$ cat src/rtl/fp_round_pack_pkg.sv
// ----------------------------------------------------------------------------
// fp_round_pack_pkg
// Shared constants and types for the rounding/packing stage of the
// two's-complement to 9-bit float converter. The float format is
// {S, E[2:0], F[4:0]}, where F carries its leading one explicitly.
// ----------------------------------------------------------------------------
package fp_round_pack_pkg;

    localparam int EXP_W  = 3;
    localparam int FRAC_W = 5;
    localparam int FP_W   = 1 + EXP_W + FRAC_W;
    // Significand plus one carry bit, produced by adding the round bit
    localparam int SUM_W  = FRAC_W + 1;

    localparam logic [EXP_W-1:0]  EXP_MAX   = 3'd7;
    localparam logic [FRAC_W-1:0] FRAC_MAX  = 5'b11111;
    localparam logic [FRAC_W-1:0] FRAC_NORM = 5'b10000;

    // Stage-1 payload: sign, exponent and the rounded significand with carry
    typedef struct packed {
        logic              sign;
        logic [EXP_W-1:0]  exp;
        logic [SUM_W-1:0]  sum6;
    } s1_t;

    // Round half up: the sixth bit simply adds into the significand LSB.
    function automatic logic [SUM_W-1:0] round_sum(input logic [FRAC_W-1:0] f,
                                                   input logic              rb);
        return {1'b0, f} + {{FRAC_W{1'b0}}, rb};
    endfunction

endpackage

$ cat src/rtl/fp_round_pack_if.sv
// ----------------------------------------------------------------------------
// fp_round_pack_if
// Upstream and downstream streams of the rounding/packing stage.
//   Upstream   : in_valid, in_ready, Sign, E, F, SixthBit
//   Downstream : out_valid, out_ready, FP, Saturated
// Handshake: a beat transfers on a rising clock edge where valid and ready
// are both 1. While valid=1 and ready=0 the sender holds valid and data
// unchanged. Ready may depend combinationally on the far side's ready.
// Modports: slave  = the rounding stage itself
//           master = the agent feeding inputs and consuming outputs
// ----------------------------------------------------------------------------
interface fp_round_pack_if;
    import fp_round_pack_pkg::*;

    logic              in_valid;
    logic              in_ready;
    logic              Sign;
    logic [EXP_W-1:0]  E;
    logic [FRAC_W-1:0] F;
    logic              SixthBit;

    logic              out_valid;
    logic              out_ready;
    logic [FP_W-1:0]   FP;
    logic              Saturated;

    modport slave (
        input  in_valid, Sign, E, F, SixthBit, out_ready,
        output in_ready, out_valid, FP, Saturated
    );

    modport master (
        output in_valid, Sign, E, F, SixthBit, out_ready,
        input  in_ready, out_valid, FP, Saturated
    );

endinterface

$ cat src/rtl/fp_round_pack_round_norm.sv
// ----------------------------------------------------------------------------
// fp_round_norm
// Combinational carry / renormalise / saturate of a rounded significand.
//   i_e    : exponent from the split stage
//   i_sum6 : {carry, significand} after adding the round bit
//   o_e    : resulting exponent
//   o_f    : resulting 5-bit significand
//   o_sat  : result clamped to the largest representable magnitude
// ----------------------------------------------------------------------------
module fp_round_norm
    import fp_round_pack_pkg::*;
(
    input  logic [EXP_W-1:0]  i_e,
    input  logic [SUM_W-1:0]  i_sum6,
    output logic [EXP_W-1:0]  o_e,
    output logic [FRAC_W-1:0] o_f,
    output logic              o_sat
);

    always_comb begin
        o_e   = i_e;
        o_f   = i_sum6[FRAC_W-1:0];
        o_sat = 1'b0;
        // A carry out of the significand means it rounded up to exactly 2.0;
        // shift right by bumping the exponent, unless it is already at max.
        if (i_sum6[FRAC_W]) begin
            if (i_e == EXP_MAX) begin
                o_e   = EXP_MAX;
                o_f   = FRAC_MAX;
                o_sat = 1'b1;
            end else begin
                o_e   = i_e + EXP_W'(1);
                o_f   = FRAC_NORM;
            end
        end
    end

endmodule

$ cat src/rtl/fp_round_pack.sv
// ----------------------------------------------------------------------------
// fp_round_pack
// Two-stage pipeline that rounds (half up), renormalises, saturates and packs
// the split-stage output into a 9-bit float, with a saturation event counter.
// Ports:
//   clk      : clock, rising edge
//   rst_n    : asynchronous active-low reset
//   bus      : slave side of fp_round_pack_if (input and output streams)
//   SatCount : saturated results delivered downstream; sticks at all-ones
// Parameters:
//   CNT_W    : width of SatCount
// ----------------------------------------------------------------------------
module fp_round_pack
    import fp_round_pack_pkg::*;
#(
    parameter int CNT_W = 8
) (
    input  logic              clk,
    input  logic              rst_n,
    fp_round_pack_if.slave    bus,
    output logic [CNT_W-1:0]  SatCount
);

    logic              r_s1_valid;
    s1_t               r_s1;
    logic              r_s2_valid;
    logic [FP_W-1:0]   r_fp;
    logic              r_sat;
    logic [CNT_W-1:0]  r_sat_cnt;

    logic              w_adv1;
    logic              w_adv2;
    logic [EXP_W-1:0]  w_e;
    logic [FRAC_W-1:0] w_f;
    logic              w_sat;

    // A stage may advance when it is empty or its successor advances. With no
    // skid buffer, in_ready follows out_ready combinationally when full.
    assign w_adv2       = !r_s2_valid || bus.out_ready;
    assign w_adv1       = !r_s1_valid || w_adv2;
    assign bus.in_ready = w_adv1;

    // Stage 1: capture sign/exponent and add the round bit.
    always_ff @(posedge clk or negedge rst_n) begin
        if (!rst_n) begin
            r_s1_valid <= 1'b0;
            r_s1       <= '0;
        end else if (w_adv1) begin
            r_s1_valid <= bus.in_valid;
            if (bus.in_valid) begin
                r_s1.sign <= bus.Sign;
                r_s1.exp  <= bus.E;
                r_s1.sum6 <= round_sum(bus.F, bus.SixthBit);
            end
        end
    end

    fp_round_norm u_norm (
        .i_e    (r_s1.exp),
        .i_sum6 (r_s1.sum6),
        .o_e    (w_e),
        .o_f    (w_f),
        .o_sat  (w_sat)
    );

    // Stage 2: normalised, packed result; held while downstream stalls.
    always_ff @(posedge clk or negedge rst_n) begin
        if (!rst_n) begin
            r_s2_valid <= 1'b0;
            r_fp       <= '0;
            r_sat      <= 1'b0;
        end else if (w_adv2) begin
            r_s2_valid <= r_s1_valid;
            if (r_s1_valid) begin
                r_fp  <= {r_s1.sign, w_e, w_f};
                r_sat <= w_sat;
            end
        end
    end

    // Count saturated beats as they are delivered; stop at all-ones.
    always_ff @(posedge clk or negedge rst_n) begin
        if (!rst_n) begin
            r_sat_cnt <= '0;
        end else if (r_s2_valid && bus.out_ready && r_sat && (r_sat_cnt != '1)) begin
            r_sat_cnt <= r_sat_cnt + CNT_W'(1);
        end
    end

    assign bus.out_valid = r_s2_valid;
    assign bus.FP        = r_fp;
    assign bus.Saturated = r_sat;
    assign SatCount      = r_sat_cnt;

endmodule
$ cat src/flat_wrapper.sv
// flat-port wrapper written by rule: the top's interface ports become plain ports
module fp_round_pack_flat import fp_round_pack_pkg::*;
#(
    parameter int CNT_W = 8
)
  (clk, rst_n, SatCount, bus_in_valid, bus_Sign, bus_E, bus_F, bus_SixthBit, bus_out_ready, bus_in_ready, bus_out_valid, bus_FP, bus_Saturated);
  fp_round_pack_if bus_i ();
  input  logic clk;
  input  logic rst_n;
  output logic [CNT_W-1:0] SatCount;
  input wire logic [$bits(bus_i.in_valid)-1:0] bus_in_valid;
  input wire logic [$bits(bus_i.Sign)-1:0] bus_Sign;
  input wire logic [$bits(bus_i.E)-1:0] bus_E;
  input wire logic [$bits(bus_i.F)-1:0] bus_F;
  input wire logic [$bits(bus_i.SixthBit)-1:0] bus_SixthBit;
  input wire logic [$bits(bus_i.out_ready)-1:0] bus_out_ready;
  output wire logic [$bits(bus_i.in_ready)-1:0] bus_in_ready;
  output wire logic [$bits(bus_i.out_valid)-1:0] bus_out_valid;
  output wire logic [$bits(bus_i.FP)-1:0] bus_FP;
  output wire logic [$bits(bus_i.Saturated)-1:0] bus_Saturated;
  assign bus_i.in_valid = bus_in_valid;
  assign bus_i.Sign = bus_Sign;
  assign bus_i.E = bus_E;
  assign bus_i.F = bus_F;
  assign bus_i.SixthBit = bus_SixthBit;
  assign bus_i.out_ready = bus_out_ready;
  assign bus_in_ready = bus_i.in_ready;
  assign bus_out_valid = bus_i.out_valid;
  assign bus_FP = bus_i.FP;
  assign bus_Saturated = bus_i.Saturated;
  fp_round_pack #(.CNT_W(CNT_W)) u_core (.clk(clk), .rst_n(rst_n), .bus(bus_i), .SatCount(SatCount));
endmodule
$ cat config.mk
export PLATFORM = sky130hd
export DESIGN_NAME = fp_round_pack_flat
export DESIGN_NICKNAME = d
export VERILOG_FILES = /design/src/rtl/fp_round_pack_pkg.sv /design/src/rtl/fp_round_pack_if.sv /design/src/rtl/fp_round_pack_round_norm.sv /design/src/rtl/fp_round_pack.sv /design/src/flat_wrapper.sv
export SDC_FILE = /design/constraint.sdc
export NUM_CORES = 1
export LEC_CHECK = 0
export BUFFER_PORTS_ARGS = -buffer_cell sky130_fd_sc_hd__buf_2
export CORE_MARGIN = 8
export CORE_UTILIZATION = 52
export CTS_CLUSTER_SIZE = 20
export DETAILED_ROUTE_END_ITERATION = 10
export MAX_ROUTING_LAYER = met4
export PLACE_DENSITY = 0.78
export SYNTH_ARGS = -nofsm -noshare
export SYNTH_HDL_FRONTEND = slang
export SYNTH_SLANG_ARGS = --single-unit
$ cat constraint.sdc
create_clock -name clk -period 2 [get_ports clk]
set_clock_uncertainty 0.1 [all_clocks]
set_input_delay 0.2 -clock clk [delete_from_list [all_inputs] [get_ports clk]]
set_output_delay 0.2 -clock clk [all_outputs]
set_load 0.1 [all_outputs]
==> results of run 1 <==
==> power groups by stage <==
stage	clock network, mW	logic (mW)	registers (mW)
after detailed placement	0	0.692	0.767
final	0.333	0.693	0.756
after floorplan	0	0.151	1.17
after global routing	0.382	0.727	0.768
after CTS	0.345	0.700	0.756
after global placement	0	0.683	0.761
==> metal layers <==
metal | part of all wire | global-route usage
met1 | 0.42 | 0.1550
met2 | 0.48 | 0.2381
met3 | 0.084 | 0.04523
met4 | 0.018 | 0.09207
met5 | 0 | -
==> critical path, delay by kind of cell, from the launching register on <==
family | cells | cell delay (ns)
buffers and inverters | 1 | 0.47
flip-flops | 1 | 0.51
AND/OR/NAND/NOR | 1 | 0.23
==> registers in the layout, indices dropped and copies added, names as in the netlist <==
name and cells:
u_core.r_s1 10, u_core.bus.FP 9, u_core.SatCount 8, u_core.bus.Saturated 1
u_core.bus.out_valid 1, u_core.r_s1_valid 1
==> logic make-up (layout without fill, tap and decap cells) <==
group                    after synthesis  count (layout)  synth area share
flip-flops                            30              30            0.5231
adder cells (fa/ha/maj)                4               4           0.03487
AO/OA/AOI/OAI                         19              19           0.09329
multiplexers                          21              21            0.1604
AND/OR/NAND/NOR                       29              29            0.1212
buffers and inverters                 10              54           0.03052
XOR/XNOR                               6               6           0.03662
==> placed cells by master (no fill, tap or decap), drive strengths merged <==
master | synthesis | layout
xnor2 | 3 | 3
ha | 4 | 4
nand2 | 8 | 8
a21oi | 6 | 6
inv | 7 | 7
nor2b | 1 | 1
nor2 | 3 | 3
nand3 | 6 | 6
mux2 | 16 | 16
xor2 | 3 | 3
and4 | 1 | 1
a31oi | 4 | 4
a41oi | 2 | 2
a2111oi | 2 | 2
nor3 | 2 | 2
dlygate4sd3 | 0 | 5
nand3b | 1 | 1
clkbuf | 0 | 8
buf | 3 | 34
nand2b | 4 | 4
nor4 | 1 | 1
mux2i | 5 | 5
dfrtp | 30 | 30
o21ai | 5 | 5
and2 | 1 | 1
and3 | 1 | 1
==> path summary, 6_finish.rpt <==
check,start,end,slack (ns)
setup / recovery,u_core.r_s1_valid$_DFFE_PN0P_,bus_in_ready,0.16
hold / removal,bus_E[1],u_core.r_s1[7]$_DFFE_PN0P_,0.02
setup reg to reg,u_core.SatCount[0]$_DFFE_PN0P_,u_core.SatCount[1]$_DFFE_PN0P_,0.23
hold reg to reg,u_core.r_s1[9]$_DFFE_PN0P_,u_core.bus.FP[8]$_DFFE_PN0P_,0.41
max in group asynchronous,rst_n,u_core.bus.out_valid$_DFFE_PN0P_,0.98
min in group asynchronous,rst_n,u_core.SatCount[1]$_DFFE_PN0P_,0.33
==> area by class of cell <==
type | instances | share of cell area
Tap cell | 31 | 0.02222
Inverter | 7 | 0.01505
Sequential cell | 30 | 0.4373
Multi-Input combinational cell | 79 | 0.3699
Clock buffer | 8 | 0.02796
Timing Repair Buffer | 39 | 0.1276
==> metrics, run 1 <==
final worst slack 0.1619 ns; setup bufs post-CTS 0; Final ANT Viol Nets 0; cells on worst reg2reg path 4; Final GP Congestion 0.7783; Seq/Total Area, Yosys 0.5231; Clock Tree Buf Depth 2; Post-synth top flop dfrtp_1; switching share of power 0.4489; clock period minus worst slack 1.838 ns; largest net degree at the start of global routing 31; vias 1048; DP Wirelength 2192 µm; Clk network pwr share 0.187; DRT Wirelength 2905 µm; Post-route DRC 0; post-route cell area 1745 µm²; yosys warns 0; Lkg Pwr 0.8045 nW; Root Buffer clkbuf_4; total track usage 0.1477; synth cell count leaders dfrtp_1, mux2_2, inv_1, a21oi_1, nand2_1; crit-path max FO 11; Post-Syn Instances 119; post-route setup TNS 0 ns; Avg WL per Cell 14.97 µm; total grt overflow 0; Worst Tran Pin Value 0.6649 ns; Seq pwr share 0.424; full die area 4697 µm²; CTS clk-pin slew, worst paths 0.08 ns; largest area contributor in the netlist dfrtp_1; Cell Int Power 981.8 µW; Resize count post-CTS 0; Tcrit/Tclk final 0.9191; Final setup viols 0; Synth Cell Area 1435 µm²; P_sw 799.7 µW; Hold WS 0.01580 ns; TritonRoute pass-1 iters 4; endpoints failing hold 0; Slew HR 0.5568; multi-input logic area 645.6 µm²; critical path cell sequence nand3b_1, buf_2; first-pass GRT wire length 4947 µm; ys async rst share 1.000; starting density of the core 0.5342; syn_area_per_cell 12.06 µm²; CP Class register to output pin; FF+latch count, synth 30; final total power 1.781 mW; # diodes 0; CTS tree yes; top-area cell type share of the netlist area 0.5231; Placed Area 1647 µm²; Synth area leaders dfrtp_1, mux2_2, ha_1, mux2i_1, a21oi_1; Final Core Density 0.6497; Via density 5.402; vias in the first global route 1116; H-tree depth 2; maximum capacitance violations 0; Port Buf Inserts 33; Sink Count 30; Row Count 19; Placed Cells 181; syn_nets 137; register area 763.2 µm²; Hold Path Depth 2; non-filler instance count after layout 194; most common cell in the netlist dfrtp_1; First DRT Iteration DRCs 53; Worst Path Required 1.70 ns; # fillers 215; crit start category register; Crit path largest cell delay 0.51 ns; CTS Hold Bufs 5; synth unique cells 28; clock buffer count from CTS 5; max-slew violation count 0; Clock Latency Late Sink 0.33 ns; Setup crit end kind output pin; Die Width 68.54 µm; Max IR drop VDD 0.0008681 V; nets 180; Layout area overhead 21.62%; status finished clean; Fmax achieved 544.0 MHz; Slowest-stage cell, CP dfrtp_1; Hold WC Path Type primary input to register; number of synthesized flops with an enable pin 0; unrepaired setup endpoints after global routing no; post-place setup slack 0.2294 ns; Core Region 2686 µm²; I/O pins 34; initial antenna violation count 0; Die Height 68.54 µm; share of cells above drive strength 1 0.4233; Pwr Density 1021 nW/µm²; CP arrival 1.54 ns; Comb power frac 0.389
Note: power is estimated with default switching activity, not from simulation.
==> run 2, diff against run 1 <==
--- a/config.mk
+++ b/config.mk
@@ -10,6 +10,7 @@
 export CORE_UTILIZATION = 52
 export CTS_CLUSTER_SIZE = 20
 export DETAILED_ROUTE_END_ITERATION = 10
+export GPL_TIMING_DRIVEN = 0
 export MAX_ROUTING_LAYER = met4
 export PLACE_DENSITY = 0.78
 export SYNTH_ARGS = -nofsm -noshare
==> run 2 against run 1 <==
Against the previous run: first-iteration DRC count up 1.9%; clock-buffer cell count down 1; worst hold slack gained 0.0067 ns; routed wire length increased by 1.7%; register-to-register slack is essentially flat; largest power group unchanged.
==> metrics, run 2 (synthesis gave the netlist of run 1 again) <==
Lkg Pwr 0.8224 nW (+2.2%); Resize count post-CTS 0 (unchanged); Slew HR 0.5654 (+0.008656); status finished clean; final total power 1.821 mW (+2.2%); CTS clk-pin slew, worst paths 0.08 ns (about the same); R2R setup slack 0.24 ns (about the same); total track usage 0.1428 (-0.004953); DRT Wirelength 2955 µm (+1.7%); # fillers 212 (-1.4%); Root Buffer clkbuf_4; Max IR drop VDD 0.0009007 V (+3.8%); unrepaired setup endpoints after global routing no; Pwr Density 1031 nW/µm² (+1.0%); Critical path destination bus_in_ready; Final ANT Viol Nets 0 (unchanged); Crit. path cell count 2 (unchanged); Worst Path Buf+Inv 1 (unchanged); register area 763.2 µm² (unchanged); largest net degree at the start of global routing 31 (unchanged); max reg flops 10 (unchanged); Die Width 68.54 µm (unchanged); crit-path max FO 5 (-6); DP Wirelength 2153 µm (-1.8%); CP Class register to output pin; total grt overflow 0 (unchanged); Tcrit/Tclk final 0.8892 (-0.02984); Top reg by flops u_core.r_s1; post-place setup slack 0.2689 ns (+0.03945 ns); CTS tree yes; Fmax achieved 562.3 MHz (+3.4%); initial antenna violation count 0 (unchanged); Worst Path Required 1.70 ns (about the same); Final GP Congestion 0.7799 (+0.21%); Hold WS 0.02249 ns (+0.006686 ns); CTS Hold Bufs 3 (-2); Worst setup startpoint u_core.bus.out_valid$_DFFE_PN0P_; reg2reg end u_core.SatCount[1]$_DFFE_PN0P_; Setup crit end kind output pin; full die area 4697 µm² (unchanged); starting density of the core 0.5342 (unchanged); final worst slack 0.2216 ns (+0.05968 ns); Layout area overhead 23.10%; clock period minus worst slack 1.778 ns (-0.05968 ns); vias 1060 (+1.1%); Core Region 2686 µm² (unchanged); Worst Tran Pin Value 0.6519 ns (-0.01298 ns); Slowest-stage cell, CP dfrtp_4; critical path cell sequence nand3b_1, buf_2; First DRT Iteration DRCs 54 (+1.9%); maximum capacitance violations 0 (unchanged); vias in the first global route 1069 (-4.2%); setup bufs post-CTS 0 (unchanged); clock buffer count from CTS 5 (unchanged); max-slew violation count 0 (unchanged); CP arrival 1.48 ns (-0.06 ns); Die Height 68.54 µm (unchanged); Post-route DRC 0 (unchanged); TritonRoute pass-1 iters 4 (unchanged); cells on worst reg2reg path 4 (unchanged); nets 182 (+1.1%); I/O pins 34 (unchanged); multi-input logic area 645.6 µm² (unchanged); Port Buf Inserts 33 (unchanged); origin of the critical flop-to-flop path u_core.SatCount[0]$_DFFE_PN0P_; first-pass GRT wire length 4802 µm (-2.9%); Final setup viols 0 (unchanged); crit start category register; Clock Latency Late Sink 0.33 ns (about the same); # diodes 0 (unchanged); Avg WL per Cell 15.08 µm (+0.68%); Via density 5.408 (+0.11%); Top Family by Delay on Critical Path flip-flops; Sink Count 30 (unchanged); share of cells above drive strength 1 0.4424 (+0.01911); Hold WC Path Type primary input to register; H-tree depth 2 (unchanged); most frequent cells in the layout buf_2, dfrtp_1, mux2_2; endpoints failing hold 0 (unchanged); Clock Tree Buf Depth 2 (unchanged); commonest non-fill, non-tap cell in the layout buf_2; Hold Path Depth 2 (unchanged); Crit path largest cell delay 0.51 ns (about the same); Row Count 19 (unchanged)
==> run 2: worst min-delay path by stage <==
| stage | start | to | slack, ns |
|---|---|---|---|
| finish | bus_in_valid | u_core.r_s1_valid$_DFFE_PN0P_ | 0.02 |
| global route | bus_in_valid | u_core.r_s1_valid$_DFFE_PN0P_ | 0.002 |
| CTS | bus_E[0] | u_core.r_s1[6]$_DFFE_PN0P_ | 0.0002 |
| detailed placement | rst_n | u_core.SatCount[3]$_DFFE_PN0P_ | 0.17 |
| global placement | rst_n | u_core.SatCount[3]$_DFFE_PN0P_ | 0.16 |
| floorplan | rst_n | u_core.SatCount[0]$_DFFE_PN0P_ | -0.20 |
==> run 2: layout make-up <==
class	count	area share
Buffer	3	0.009915
Clock buffer	7	0.03116
Clock inverter	1	0.002833
Inverter	7	0.01487
Multi-Input combinational cell	79	0.3654
Sequential cell	30	0.4320
Tap cell	31	0.02195
Timing Repair Buffer	38	0.1218
==> run 2: report_power, final <==
group | switching (mW) | internal, mW
clock network | 0.199 | 0.170
logic | 0.556 | 0.146
registers | 0.0529 | 0.697
==> run 2: per-stage QoR <==
step | util | setup TNS, ns | std cells | cell area (µm²)
2_1_floorplan | - | -4.816 | 119 | 1453
3_3_place_gp | 0.6167 | 0 | 183 | 1657
3_5_place_dp | 0.6167 | 0 | 183 | 1657
4_1_cts | 0.6502 | 0 | 194 | 1747
5_1_grt | 0.6577 | 0 | 196 | 1767
6_report | 0.6577 | 0 | 196 | 1767
==> run 2: metal layers <==
metal | share of wire | global-route usage | up-vias
met1 | 0.42 | 0.1537 | 500
met3 | 0.088 | 0.05816 | 7
li1 | - | - | 518
met4 | 0.023 | 0.06905 | 0
met5 | 0 | - | -
met2 | 0.47 | 0.2242 | 35
